**config.mk**
```make
export PLATFORM = sky130hd
export DESIGN_NAME = vram_host_port
export DESIGN_NICKNAME = d
export VERILOG_FILES = /design/src/rtl/vram_host_port.sv
export SDC_FILE = /design/constraint.sdc
export NUM_CORES = 1
export LEC_CHECK = 0
export ABC_CLOCK_PERIOD_IN_PS = 1900
export CAP_MARGIN = 30
export CORE_AREA = 2 2 102 84
export DETAILED_ROUTE_END_ITERATION = 12
export DIE_AREA = 0 0 104 86
export PLACE_DENSITY = 0.61
export SLEW_MARGIN = 15
export SYNTH_ARGS = -nofsm -noshare
export SYNTH_HDL_FRONTEND = slang
export SYNTH_SLANG_ARGS = --single-unit
```
**constraint.sdc**
```tcl
create_clock -name clk -period 1.9 [get_ports clk]
set_clock_uncertainty 0.1 [all_clocks]
set_input_delay 0.38 -clock clk [delete_from_list [all_inputs] [get_ports clk]]
set_output_delay 0.38 -clock clk [all_outputs]
set_load 0.01 [all_outputs]
```
**src/rtl/vram_host_port.sv**
```systemverilog
// vram_host_port: bridges an asynchronous 8-bit host bus onto the VRAM host port.
// Provides an auto-incrementing pointer, write commits and a one-byte read-ahead.
module vram_host_port #(
    parameter int ADDR_WIDTH  = 13,
    parameter int SYNC_STAGES = 2
) (
    input  logic                  clk,
    input  logic                  nrst,
    input  logic                  busCsN,
    input  logic                  busRdN,
    input  logic                  busWrN,
    input  logic [1:0]            busRs,
    input  logic [7:0]            busDataIn,
    output logic [7:0]            busDataOut,
    output logic                  busDataOe,
    output logic [ADDR_WIDTH-1:0] hostAddr,
    output logic [7:0]            hostWrData,
    output logic                  hostSelect,
    output logic                  hostRd,
    input  logic [7:0]            hostRdData
);

    localparam int HI_W = ADDR_WIDTH - 8;

    localparam logic [1:0] RS_ADDR_LO = 2'd0;
    localparam logic [1:0] RS_ADDR_HI = 2'd1;
    localparam logic [1:0] RS_DATA    = 2'd2;
    localparam logic [1:0] RS_CTRL    = 2'd3;

    typedef enum logic [2:0] {
        IDLE,
        VWRITE,
        INC,
        VREAD,
        VCAPTURE
    } stateT;

    stateT state;
    stateT nextState;

    logic [SYNC_STAGES-1:0] csSync;
    logic [SYNC_STAGES-1:0] rdSync;
    logic [SYNC_STAGES-1:0] wrSync;

    logic csN;
    logic rdN;
    logic wrN;
    logic wrAct;
    logic rdAct;
    logic wrActQ;
    logic rdActQ;
    logic wrRise;
    logic wrFall;
    logic rdRise;
    logic rdFall;

    logic [1:0] wrRs;
    logic [7:0] wrData;
    logic [1:0] rdRs;

    logic [ADDR_WIDTH-1:0] ptr;
    logic [7:0]            wrBuf;
    logic [7:0]            prefetch;
    logic                  autoInc;
    logic                  overrun;
    logic                  busy;

    logic wrNeedsFsm;
    logic rdNeedsFsm;
    logic wrGo;
    logic rdGo;
    logic drop;

    logic [7:0] hiPad;
    logic [7:0] readMux;

    // Bring the host strobes into the dot clock domain.
    always_ff @(posedge clk) begin
        if (!nrst) begin
            csSync <= '1;
            rdSync <= '1;
            wrSync <= '1;
        end else begin
            csSync <= {csSync[SYNC_STAGES-2:0], busCsN};
            rdSync <= {rdSync[SYNC_STAGES-2:0], busRdN};
            wrSync <= {wrSync[SYNC_STAGES-2:0], busWrN};
        end
    end

    assign csN = csSync[SYNC_STAGES-1];
    assign rdN = rdSync[SYNC_STAGES-1];
    assign wrN = wrSync[SYNC_STAGES-1];

    // Both strobes low at once is treated as no access at all.
    assign wrAct = ~csN & ~wrN & rdN;
    assign rdAct = ~csN & ~rdN & wrN;

    // Delayed activity flags for edge detection.
    always_ff @(posedge clk) begin
        if (!nrst) begin
            wrActQ <= 1'b0;
            rdActQ <= 1'b0;
        end else begin
            wrActQ <= wrAct;
            rdActQ <= rdAct;
        end
    end

    assign wrRise = wrAct & ~wrActQ;
    assign wrFall = ~wrAct & wrActQ;
    assign rdRise = rdAct & ~rdActQ;
    assign rdFall = ~rdAct & rdActQ;

    // Capture register select and data once, when a strobe is first seen.
    always_ff @(posedge clk) begin
        if (!nrst) begin
            wrRs   <= 2'd0;
            wrData <= 8'd0;
            rdRs   <= 2'd0;
        end else begin
            if (wrRise) begin
                wrRs   <= busRs;
                wrData <= busDataIn;
            end
            if (rdRise) begin
                rdRs <= busRs;
            end
        end
    end

    assign busy = (state != IDLE);

    // A commit or read end that needs the sequencer is dropped while busy;
    // a simultaneous write wins over a DATA read end.
    assign wrNeedsFsm = wrFall & (wrRs != RS_CTRL);
    assign rdNeedsFsm = rdFall & (rdRs == RS_DATA);
    assign wrGo = wrNeedsFsm & ~busy;
    assign rdGo = rdNeedsFsm & ~busy & ~wrNeedsFsm;
    assign drop = (wrNeedsFsm & busy)
                | (rdNeedsFsm & (busy | wrNeedsFsm));

    // Host-visible register read mux.
    always_comb begin
        hiPad = 8'd0;
        hiPad[HI_W-1:0] = ptr[ADDR_WIDTH-1:8];
        readMux = 8'd0;
        unique case (busRs)
            RS_ADDR_LO: readMux = ptr[7:0];
            RS_ADDR_HI: readMux = hiPad;
            RS_DATA:    readMux = prefetch;
            RS_CTRL:    readMux = {5'd0, overrun, busy, autoInc};
            default:    readMux = 8'd0;
        endcase
    end

    // Pointer, write buffer, control and status registers.
    always_ff @(posedge clk) begin
        if (!nrst) begin
            ptr     <= '0;
            wrBuf   <= 8'd0;
            autoInc <= 1'b1;
            overrun <= 1'b0;
        end else begin
            if (wrGo && wrRs == RS_ADDR_LO) begin
                ptr[7:0] <= wrData;
            end else if (wrGo && wrRs == RS_ADDR_HI) begin
                ptr[ADDR_WIDTH-1:8] <= wrData[HI_W-1:0];
            end else if (state == INC && autoInc) begin
                ptr <= ptr + ADDR_WIDTH'(1);
            end
            if (wrGo && wrRs == RS_DATA) begin
                wrBuf <= wrData;
            end
            if (wrFall && wrRs == RS_CTRL) begin
                autoInc <= wrData[0];
            end
            if (drop) begin
                overrun <= 1'b1;
            end else if (rdFall && rdRs == RS_CTRL) begin
                overrun <= 1'b0;
            end
        end
    end

    // Read-ahead byte captured the cycle after a VRAM read.
    always_ff @(posedge clk) begin
        if (!nrst) begin
            prefetch <= 8'd0;
        end else if (state == VCAPTURE) begin
            prefetch <= hostRdData;
        end
    end

    // Host read data and driver enable follow the read strobe.
    always_ff @(posedge clk) begin
        if (!nrst) begin
            busDataOut <= 8'd0;
            busDataOe  <= 1'b0;
        end else if (rdRise) begin
            busDataOut <= readMux;
            busDataOe  <= 1'b1;
        end else if (rdFall) begin
            busDataOe <= 1'b0;
        end
    end

    // Sequencer state register.
    always_ff @(posedge clk) begin
        if (!nrst) begin
            state <= IDLE;
        end else begin
            state <= nextState;
        end
    end

    // Sequencer transitions and VRAM strobes.
    always_comb begin
        nextState  = state;
        hostSelect = 1'b0;
        hostRd     = 1'b1;
        unique case (state)
            IDLE: begin
                if (wrGo) begin
                    if (wrRs == RS_DATA) begin
                        nextState = VWRITE;
                    end else begin
                        nextState = VREAD;
                    end
                end else if (rdGo) begin
                    nextState = INC;
                end
            end
            VWRITE: begin
                hostSelect = 1'b1;
                hostRd     = 1'b0;
                nextState  = INC;
            end
            INC: begin
                nextState = VREAD;
            end
            VREAD: begin
                hostSelect = 1'b1;
                nextState  = VCAPTURE;
            end
            VCAPTURE: begin
                nextState = IDLE;
            end
            default: begin
                nextState = IDLE;
            end
        endcase
    end

    assign hostAddr   = ptr;
    assign hostWrData = wrBuf;

endmodule

```
# Yosys cells after proc, flatten, opt, wreduce, memory -nomap -nowiden
# Index checks and enable logic that the tools add are counted.
dict set report totals {
  inputBits 23
  ram_bits 0
  word_cells 92
  ff_bits 63
  n_memories 0
  rom_bits 0
  latch_bits 0
}
dict set report classes {
  div_mod_pow 0
  n_eq_ne 15
  n_lt_le_gt_ge 0
  bitwise 27
  muxes 15
  n_mul 0
  shift 0
  add_sub_neg 1
  reduce_logical 17
}
# op n
set ops {}
lappend ops {{8-bit case mux with 4 select lines} 1}
lappend ops {{8-bit 2-to-1 mux} 2}
lappend ops {{1-bit bitwise AND} 15}
lappend ops {{13-bit by 1-bit adder with 13-bit output (second input constant)} 1}
lappend ops {{13-bit 2-to-1 mux} 1}
lappend ops {{2-bit equality test (second input constant)} 6}
lappend ops {{3-bit case mux with 4 select lines} 1}
lappend ops {{1-bit inverter} 10}
lappend ops {{2-bit nonzero test} 4}
lappend ops {{3-bit by 2-bit equality test with 1-bit output (second input constant)} 2}
lappend ops {{1-bit logical AND} 6}
lappend ops {{1-bit 2-to-1 mux} 6}
lappend ops {{3-bit 2-to-1 mux} 2}
lappend ops {{5-bit 2-to-1 mux} 1}
lappend ops {{2-bit by 1-bit equality test with 1-bit output (second input constant)} 2}
lappend ops {{2-bit logical NOT} 2}
lappend ops {{2-bit != test (second input constant)} 2}
lappend ops {{2-bit AND reduction} 2}
lappend ops {{3-bit by 1-bit equality test with 1-bit output (second input constant)} 1}
lappend ops {{3-bit equality test (second input constant)} 1}
lappend ops {{3-bit logical NOT} 1}
lappend ops {{3-bit != test (second input constant)} 1}
lappend ops {{3-bit nonzero test} 1}
lappend ops {{2-bit 2-to-1 mux} 1}
lappend ops {{other kinds (2)} 3}

# Longest topological paths before layout
dict set report depth {
  depth_word 11
  depth_mapped 7
  ltp_nobuf 7
}

# Least setup slack after synthesis
# OpenSTA, ideal clock, no wires.
dict set report synth_timing {
  path_type {flip-flop to flip-flop}
  from {reg csSync[1]}
  to {reg busDataOut[3]}
  setup_ns 0.128
  synth_period_minus_slack_ns 1.674
  arrival_time_ns 1.446
  n_path_buf 1
  slack_ns 0.226
  path_stages_with_launch 7
  cell_sequence {dfxtp_1 > nor3b_1 > ha_1 > buf_1 > o221ai_1 > o21ai_0 > nor2_1}
}
dict set report synth_via {
  elab_chain_cells 4
}
# element line_no
set synth_rtl {}
lappend synth_rtl {{start, declared} 41} ;# logic [SYNC_STAGES-1:0] csSync;
lappend synth_rtl {{start signal, assigned} 84} ;# csSync <= {csSync[SYNC_STAGES-2:0], busCsN};
lappend synth_rtl {{1-bit inverter} 96} ;# assign rdAct = ~csN & ~rdN & wrN;
lappend synth_rtl {{1-bit bitwise AND (2 in series)} 96}
lappend synth_rtl {{via rdAct} 49} ;# logic rdAct;
lappend synth_rtl {{1-bit bitwise AND} 111} ;# assign rdRise = rdAct & ~rdActQ;
lappend synth_rtl {{via rdRise} 54} ;# logic rdRise;
lappend synth_rtl {{end signal, assigned} 200} ;# busDataOut <= readMux;
lappend synth_rtl {{end, declared} 14} ;# output logic [7:0] busDataOut,
# The timed path passes the listed nets, and every way through them passes these cells.
# A chain may end at the register's enable or synchronous reset.

# Final worst setup path
dict set report layout_timing {
  from {reg ptr[4], in the netlist hostAddr[4]}
  to {out hostAddr[4]}
}
# element line_no
set layout_rtl {}
lappend layout_rtl {{start, declared} 61} ;# logic [ADDR_WIDTH-1:0] ptr;
lappend layout_rtl {{start signal, assigned} 165} ;# ptr[7:0] <= wrData;
lappend layout_rtl {{start signal, assigned by index} 167} ;# ptr[ADDR_WIDTH-1:8] <= wrData[HI_W-1:0];
lappend layout_rtl {{start signal, assigned} 169} ;# ptr <= ptr + ADDR_WIDTH'(1);
lappend layout_rtl {{end, declared} 16} ;# output logic [ADDR_WIDTH-1:0] hostAddr,
# No word-level cell between the ends.

==> out/results.txt <==
Clk sinks: 63
Mean post-synth cell area: 9.229 sq um
Vias per std cell: 4.725
Period utilization: 95.65%
Num rows: 29
Setup-failing EPs final: 0
Yosys cell types: 37
Initial antenna violation count: 0
Largest cells by area after synthesis: dfxtp_1, mux2i_1, nor2_1
# fillers: 796
CP Launch Type: flip-flop
Fin. max-slew vios: 0
Worst Path Buf+Inv: 1
Global-route wire length before repair: 10630 um
Area Growth Syn to Fin: 33.02%
DR iter-0 viols: 112
VDD IR max: 0.3426 mV
CTS H-tree depth: 3
Reg2reg start: csSync[1]
Yosys top cell area share: 47.61%
Die area: 8944 sq um
Synth Warn #: 0
LEAKAGE: 1.310 nW
Fin crit period: 1.817 ns
Fin. Hold Viols: 0
Layout Nets: 377
Clock Tree Root: clkbuf_8
Detailed Routing Iterations Pass 1: 4
Hold path startpoint: rdSync[0]
Crit-path max cell delay: 0.58 ns
Vias: 2178
CP Class: reg -> out
Cell count after synthesis: 287
Placed Area: 3364 sq um
Antenna Cells: 0
Proportion of layout cells with a drive suffix above 1: 11.33%
Final ANT Viol Nets: 0
Inst Count DP: 448
Total track usage: 15.28%
Setup crit start: hostAddr[4]
Die H: 86 um
Pwr Total: 2.418 mW
Worst slew margin: 74.56%
Crit-path cells: clkdlybuf4s50_1
Status: finished clean
RSZ-0062 raised after global routing: false
GR Overflow Total: 0
Routed WL: 6380 um
Yosys top cell by area: dfxtp_1
Vias in the first global route: 2091
GP Congestion: 0.8026
Post-CTS setup repair buffer count: 0
FF+latch area: 1269 sq um
Avg WL per Cell: 13.84 um
Total CTS buffers: 9
Largest net degree at the start of global routing: 24
DRC: 0
Fmax: 0.5503 GHz
Pwr per Cell Area: 686.4 nW/um^2
Worst Max-Slew Pin Slew: 0.3805 ns
Post-Syn Area: 2649 sq um
Starting density of the core: 33.80%
Input/output buffers: 54
CTS tree: done
Core box area: 7838 sq um
Io pins: 55
Multi-input gate area: 1287 sq um
Die width: 104 um
Worst min-delay path class: reg -> reg
MaxCap Viol Count: 0
CP max-delay cell: clkdlybuf4s50_1
Synth Register Bits: 63
Crit path required time: 1.42 ns
Final Instance Area: 3523 sq um
Crit path arrival time: 1.34 ns
Clk_lat worst skew: 0.33 ns
Max Buffers Root-to-Sink: 2
Post-detail-place hpwl: 4662 um
Worst hold margin: 0.3069 ns
Hold_buf cts: 0
Reg clk slew, reported paths: 0.06 ns
Fin cells: 461
CP top delay family: buffers and inverters
Sequential fraction of the synthesis area: 47.61%
Critical Path Sink Type: output port
Worst-path fanout max: 5
Post-Syn Nets: 313
## metrics by stage
step / utilization, % / setup WS (ns) / TNS [ns]
after floorplan: - / 0.2260 / 0
final: 44.96 / 0.08274 / 0
after global placement: 42.93 / -0.07330 / -0.2413
after detailed placement: 42.93 / -0.1488 / -0.6501
after global routing: 44.96 / 0.01569 / 0
after CTS: 44.92 / 0.002037 / 0
## flip-flops by register name, summed over array words and instances, names as in the netlist, 2 cells and up
signal	count
rdSync	2
wrSync	2
rdRs	2
hostWrData	8
wrData	8
busDataOut	8
state	3
prefetch	8
csSync	2
hostAddr	13
wrRs	2
## layout make-up
| cell class | count | area share (%) |
|---|---|---|
| Clock inverter | 2 | 0.2841 |
| Sequential cell | 63 | 36.01 |
| Tap cell | 108 | 3.835 |
| Inverter | 8 | 0.8523 |
| Clock buffer | 11 | 4.013 |
| Timing Repair Buffer | 69 | 18.47 |
| Multi-Input combinational cell | 200 | 36.54 |
## cells in the final DEF, fill, tap and decap left out, drive strengths merged, types with 4 or more instances in the layout
cell,synthesis,routed
buf,7,15
nand2,30,30
o21ai,16,16
clkdlybuf4s50,0,52
a31oi,4,4
a21oi,18,18
clkbuf,9,11
xor2,7,7
and2,5,5
or3,4,4
nand4,9,9
nor2,32,32
inv,8,8
nand2b,7,7
nand3,5,5
mux2i,29,29
dfxtp,63,63
a211oi,4,4
## per-layer routing
| metal | global-route usage (%) | vias to the layer above | share of wire, % |
|---|---|---|---|
| li1 | - | 1133 | - |
| met1 | 21.21 | 976 | 51 |
| met2 | 21.83 | 64 | 42 |
| met3 | 4.939 | 5 | 5.6 |
| met4 | 6.265 | 0 | 1.2 |
| met5 | 0 | - | 0 |
## synthesized netlist by cell type
master      n
nand2b_1    7
o22ai_1     3
nand2_1    30
and2_1      5
nand4_1     8
nor2_1     31
nor2b_1     3
o21ai_0    16
buf_2       4
xor2_1      7
inv_1       8
a31oi_1     4
dfxtp_1    63
nand3_1     5
nor3b_1     2
nand4_2     1
o21a_1      1
or3_1       4
nor3_1      1
buf_4       2
a211oi_1    4
and4_1      2
nor2_2      1
and4bb_2    1
and3_1      3
clkbuf_1    9
or2_1       1
or3b_1      1
o221ai_1    2
a21oi_1    18
nand3b_1    1
mux4_2      3
ha_1        3
buf_1       1
a2111oi_0   1
mux2i_1    29
xnor2_1     2
## logic make-up (layout without fill, tap and decap cells)
kind of cell | Yosys count | count (layout) | share of synthesized area (%)
compound gates | 49 | 49 | 10.49
buf+inv | 24 | 90 | 3.873
fa+ha+maj | 3 | 3 | 1.417
simple gates | 107 | 107 | 20.12
xor+xnor | 9 | 9 | 2.976
flops | 63 | 63 | 47.61
mux | 32 | 32 | 13.51
## report_power, final
group	total [mW]	switching, mW	internal (mW)
sequential	1.34	0.00915	1.33
clock	0.945	0.462	0.482
combinational	0.132	0.0560	0.0761
total	2.42	0.528	1.89
## path summary, 6_finish.rpt
path	end	slack (ns)	depth (start not counted)
hold / removal	rdSync[1]	0.31	1
setup / recovery	hostAddr[4]	0.08	1
setup reg to reg	hostWrData[1]	0.13	5
hold reg to reg	rdSync[1]	0.31	1
## repair_timing
action                     in CTS  in global routing
resized for setup               7                  2
hold endpoints to repair        0                  0
pin swaps                       0                  0
setup endpoints to repair       4                  2
No activity file was read; power rests on OpenSTA's default activity.
==> patch 1, RTL diff (same settings) <==
Register the output `hostWrData` once more, without a reset; this adds one clock of latency there. The other outputs are not delayed to match.
--- a/src/rtl/vram_host_port.sv
+++ b/src/rtl/vram_host_port.sv
@@ -254,3 +254,5 @@
     assign hostAddr   = ptr;
-    assign hostWrData = wrBuf;
+    always_ff @(posedge clk) begin
+        hostWrData <= wrBuf;
+    end
 
Behaviour: not the same (a bounded check fails within 10 cycles, from zero or initial values and one cycle with nrst low).
==> patch 1 against the unedited design <==
  * Design area increased by 6.8%
  * Sequential cell count increased by 8
  * Cell count increased by 2.2%
  * Die area unchanged
  * Count of clock-buffer cells in the layout unchanged
  * Total power increased by 14%
  * Setup slack got worse by 0.020 ns
  * Largest cell class is now sequential cells
  * Hold slack got worse by 0.063 ns
  * Wire length decreased by 1.5%
  * First-iteration DRC count increased by 8.0%
  * Non-clock buffer count increased by 1
  * Critical endpoint is now hostAddr[8]
  * Clock power increased by 19%
  * Synthesized area increased by 6.6%
==> patch 1: results (changes against the unedited design) <==
* Final GP Congestion at 0.778 (was 0.803)
* Vias per inst at 4.83 (was 4.72)
* Cell variety after synth at 40 (was 37)
* Worst setup path endpoint: hostAddr[8] (was hostAddr[4])
* Syn Inst Count at 294 (was 287)
* Largest net degree at the start of global routing at 37 (was 24)
* Placement Cell Area at 3560 µm² (was 3360 µm²)
* Commonest cells in the netlist: dfxtp_1, nor2_1, mux2i_1 (was dfxtp_1, nor2_1, nand2_1)
* Switch share at 23.0% (was 21.8%)
* Htree depth at 3 (unchanged)
* R2R cell count at 4 (was 5)
* Slew Limit Headroom at 73.0% (was 74.6%)
* Share of cells above drive strength 1 at 12.7% (was 11.3%)
* Hold WS at 0.244 ns (was 0.307 ns)
* DP HPWL at 4.50 mm (was 4.66 mm)
* Gr usage total at 15.1% (was 15.3%)
* CP arrival at 1.36 ns (was 1.34 ns)
* Worst VDD drop at 0.381 mV (was 0.343 mV)
* Routed WL per cell at 13.3 µm (was 13.8 µm)
* # resized after CTS at 5 (was 7)
* Final worst setup slack at 0.0629 ns (was 0.0827 ns)
* Vias in the first global route at 2035 (was 2091)
* Final nets at 384 (was 377)
* Hold Crit Endpoint: hostWrData[1] (was rdSync[1])
* Reg2Reg Capture Point: hostAddr[7] (was hostWrData[1])
* Status: finished clean (unchanged)
* Ranking of synthesized cells by area: dfxtp_1, mux2i_1, nor2_1, a21oi_1, nand2_1 (was dfxtp_1, mux2i_1, nor2_1, nand2_1, a21oi_1)
* Switching pwr at 637 µW (was 528 µW)
* Initial DRC count at 121 (was 112)
* Clk slew on worst S/H paths at 0.08 ns (was 0.06 ns)
* Crit path launch: hostAddr[8] (was hostAddr[4])
* Inst Count DP at 454 (was 448)
* Leak pwr at 0.00141 µW (was 0.00131 µW)
* P_comb at 137 µW (was 132 µW)
* First-pass GRT wire length at 10.5 mm (was 10.6 mm)
* Worst skew pair latency at 0.35 ns (was 0.33 ns)
* P_seq at 1510 µW (was 1340 µW)
* Hold path depth at 0 (was 1)
* R2r startpoint: state[1] (was csSync[1])
* Seq/Total Area, Yosys at 50.3% (was 47.6%)
* Layout Cells excl Fill at 471 (was 461)
* Worst hold start: wrBuf[1] (was rdSync[0])
* Pre-CTS setup slack at 0.00550 ns (was -0.149 ns)
[patch 1: cell types whose count changed in the layout (fill, tap and decap cells not counted), moves of 2 or more]
cell,before,now
inv_6,0,2
buf_12,0,2
nand4_1,8,10
xor2_1,7,9
o21ai_0,16,12
a21oi_1,18,20
dfxtp_1,57,66
inv_1,8,6
nand2_1,30,26
or3_1,4,2
[patch 1: final cells by class]
cell class,count,area (µm²)
Timing Repair Buffer,70,683
Clock inverter,5,38.8
Inverter,7,26.3
Sequential cell,71,1430
Multi-Input combinational cell,199,1300
Clock buffer,11,151
Tap cell,108,135
Fill cell,748,4080
[patch 1: routing by layer]
metal	track usage, %	wire, µm	share of wire, %
met3	5.70	296	4.7
met1	20.6	3130	50
met5	0	0	0
met2	22.7	2800	45
met4	3.32	56	0.89
[patch 1: kinds of logic after synthesis]
logic type,synth area share (%)
AO/OA/AOI/OAI,9.53
XOR/XNOR,3.10
adder cells (fa/ha/maj),1.33
buffers and inverters,3.72
flip-flops,50.3
multiplexers,12.7
AND/OR/NAND/NOR,19.3
==> patch 2, RTL diff (same settings) <==
Without the edit above. `SYNC_STAGES`: 2 -> 4.
--- a/src/rtl/vram_host_port.sv
+++ b/src/rtl/vram_host_port.sv
@@ -4,3 +4,3 @@
     parameter int ADDR_WIDTH  = 13,
-    parameter int SYNC_STAGES = 2
+    parameter int SYNC_STAGES = 4
 ) (
Check against the original RTL: not equivalent (Yosys sat finds a counterexample within 4 cycles, from zero or initial values and one cycle with nrst low).
==> patch 2 against the unedited design <==
  * Clock power up 13%
  * Synthesized area up 6.3%
  * Combinational power down 14%
  * Total power up 9.2%
  * Non-clock buffer count up 7
  * Wire length up 4.6%
  * Design area up 8.3%
  * Setup slack worse by 0.0094 ns
  * Synthesized cell count up 3.8%
  * Sequential cell count up 6
==> patch 2: results (changes against the unedited design) <==
* Vias in the first global route at 2209 (was 2091)
* Met3 WL post-DR at 521 µm (was 356 µm)
* Vias per inst at 4.76 (was 4.72)
* First-pass GRT wire length at 11.2 mm (was 10.6 mm)
* Reg2Reg Capture Point: hostAddr[11] (was hostWrData[1])
* Share of cells above drive strength 1 at 14.7% (was 11.3%)
* Internal power at 2010 µW (was 1890 µW)
* Leak pwr at 0.00145 µW (was 0.00131 µW)
* Syn Nets at 324 (was 313)
* Detailed-route via count at 2297 (was 2178)
* Synth Area in Compound Gates at 9.64% (was 10.5%)
* R2R cell count at 4 (was 5)
* Cell variety after synth at 40 (was 37)
* R2r startpoint: state[0] (was csSync[1])
* Worst setup path endpoint: hostAddr[10] (was hostAddr[4])
* Clk slew on worst S/H paths at 0.08 ns (was 0.06 ns)
* Gr usage total at 16.0% (was 15.3%)
* Final nets at 396 (was 377)
* DP HPWL at 4.98 mm (was 4.66 mm)
* Ranking of synthesized cells by area: dfxtp_1, mux2i_1, nor2_1, nand2_1, a21oi_1 (unchanged)
* Routed WL per cell at 13.8 µm (about the same)
* Worst hold start: wrSync[1] (was rdSync[0])
* Synth Area per Inst at 9.45 µm² (was 9.23 µm²)
* P_seq at 1460 µW (was 1340 µW)
* Status: finished clean (unchanged)
==> patch 2: changes by cell type after synthesis, sizes merged, moves of 2 or more <==
cell,delta
and2,-2
and4,-2
buf,-2
dfxtp,+6
nand2b,+6
nor3,+2
nor4,+2
o21ai,-3
or4,+2
xnor2,+4
xor2,-3
==> patch 2: layer usage <==
metal  global-route usage (%)  up-vias
met5                        0        -
li1                         -     1182
met1                     22.4     1035
met4                     4.18        0
met3                     6.38        4
met2                     23.1       76
==> patch 2: final cells by class <==
cell class | instances | area, µm² | share of cell area [%]
flip-flops and latches | 69 | 1390 | 36.5
multi-input cells | 205 | 1340 | 35.1
repair buffers | 76 | 736 | 19.3
well taps | 108 | 135 | 3.54
clock buffers | 9 | 124 | 3.25
clock inverters | 7 | 53.8 | 1.41
inverters | 9 | 33.8 | 0.885
==> patch 2: repair_timing <==
item                                    CTS  global route
endpoints found under the setup margin    4             8
hold endpoints to repair                  0             0
gates resized for setup                   6             8
pin swaps                                 0             0
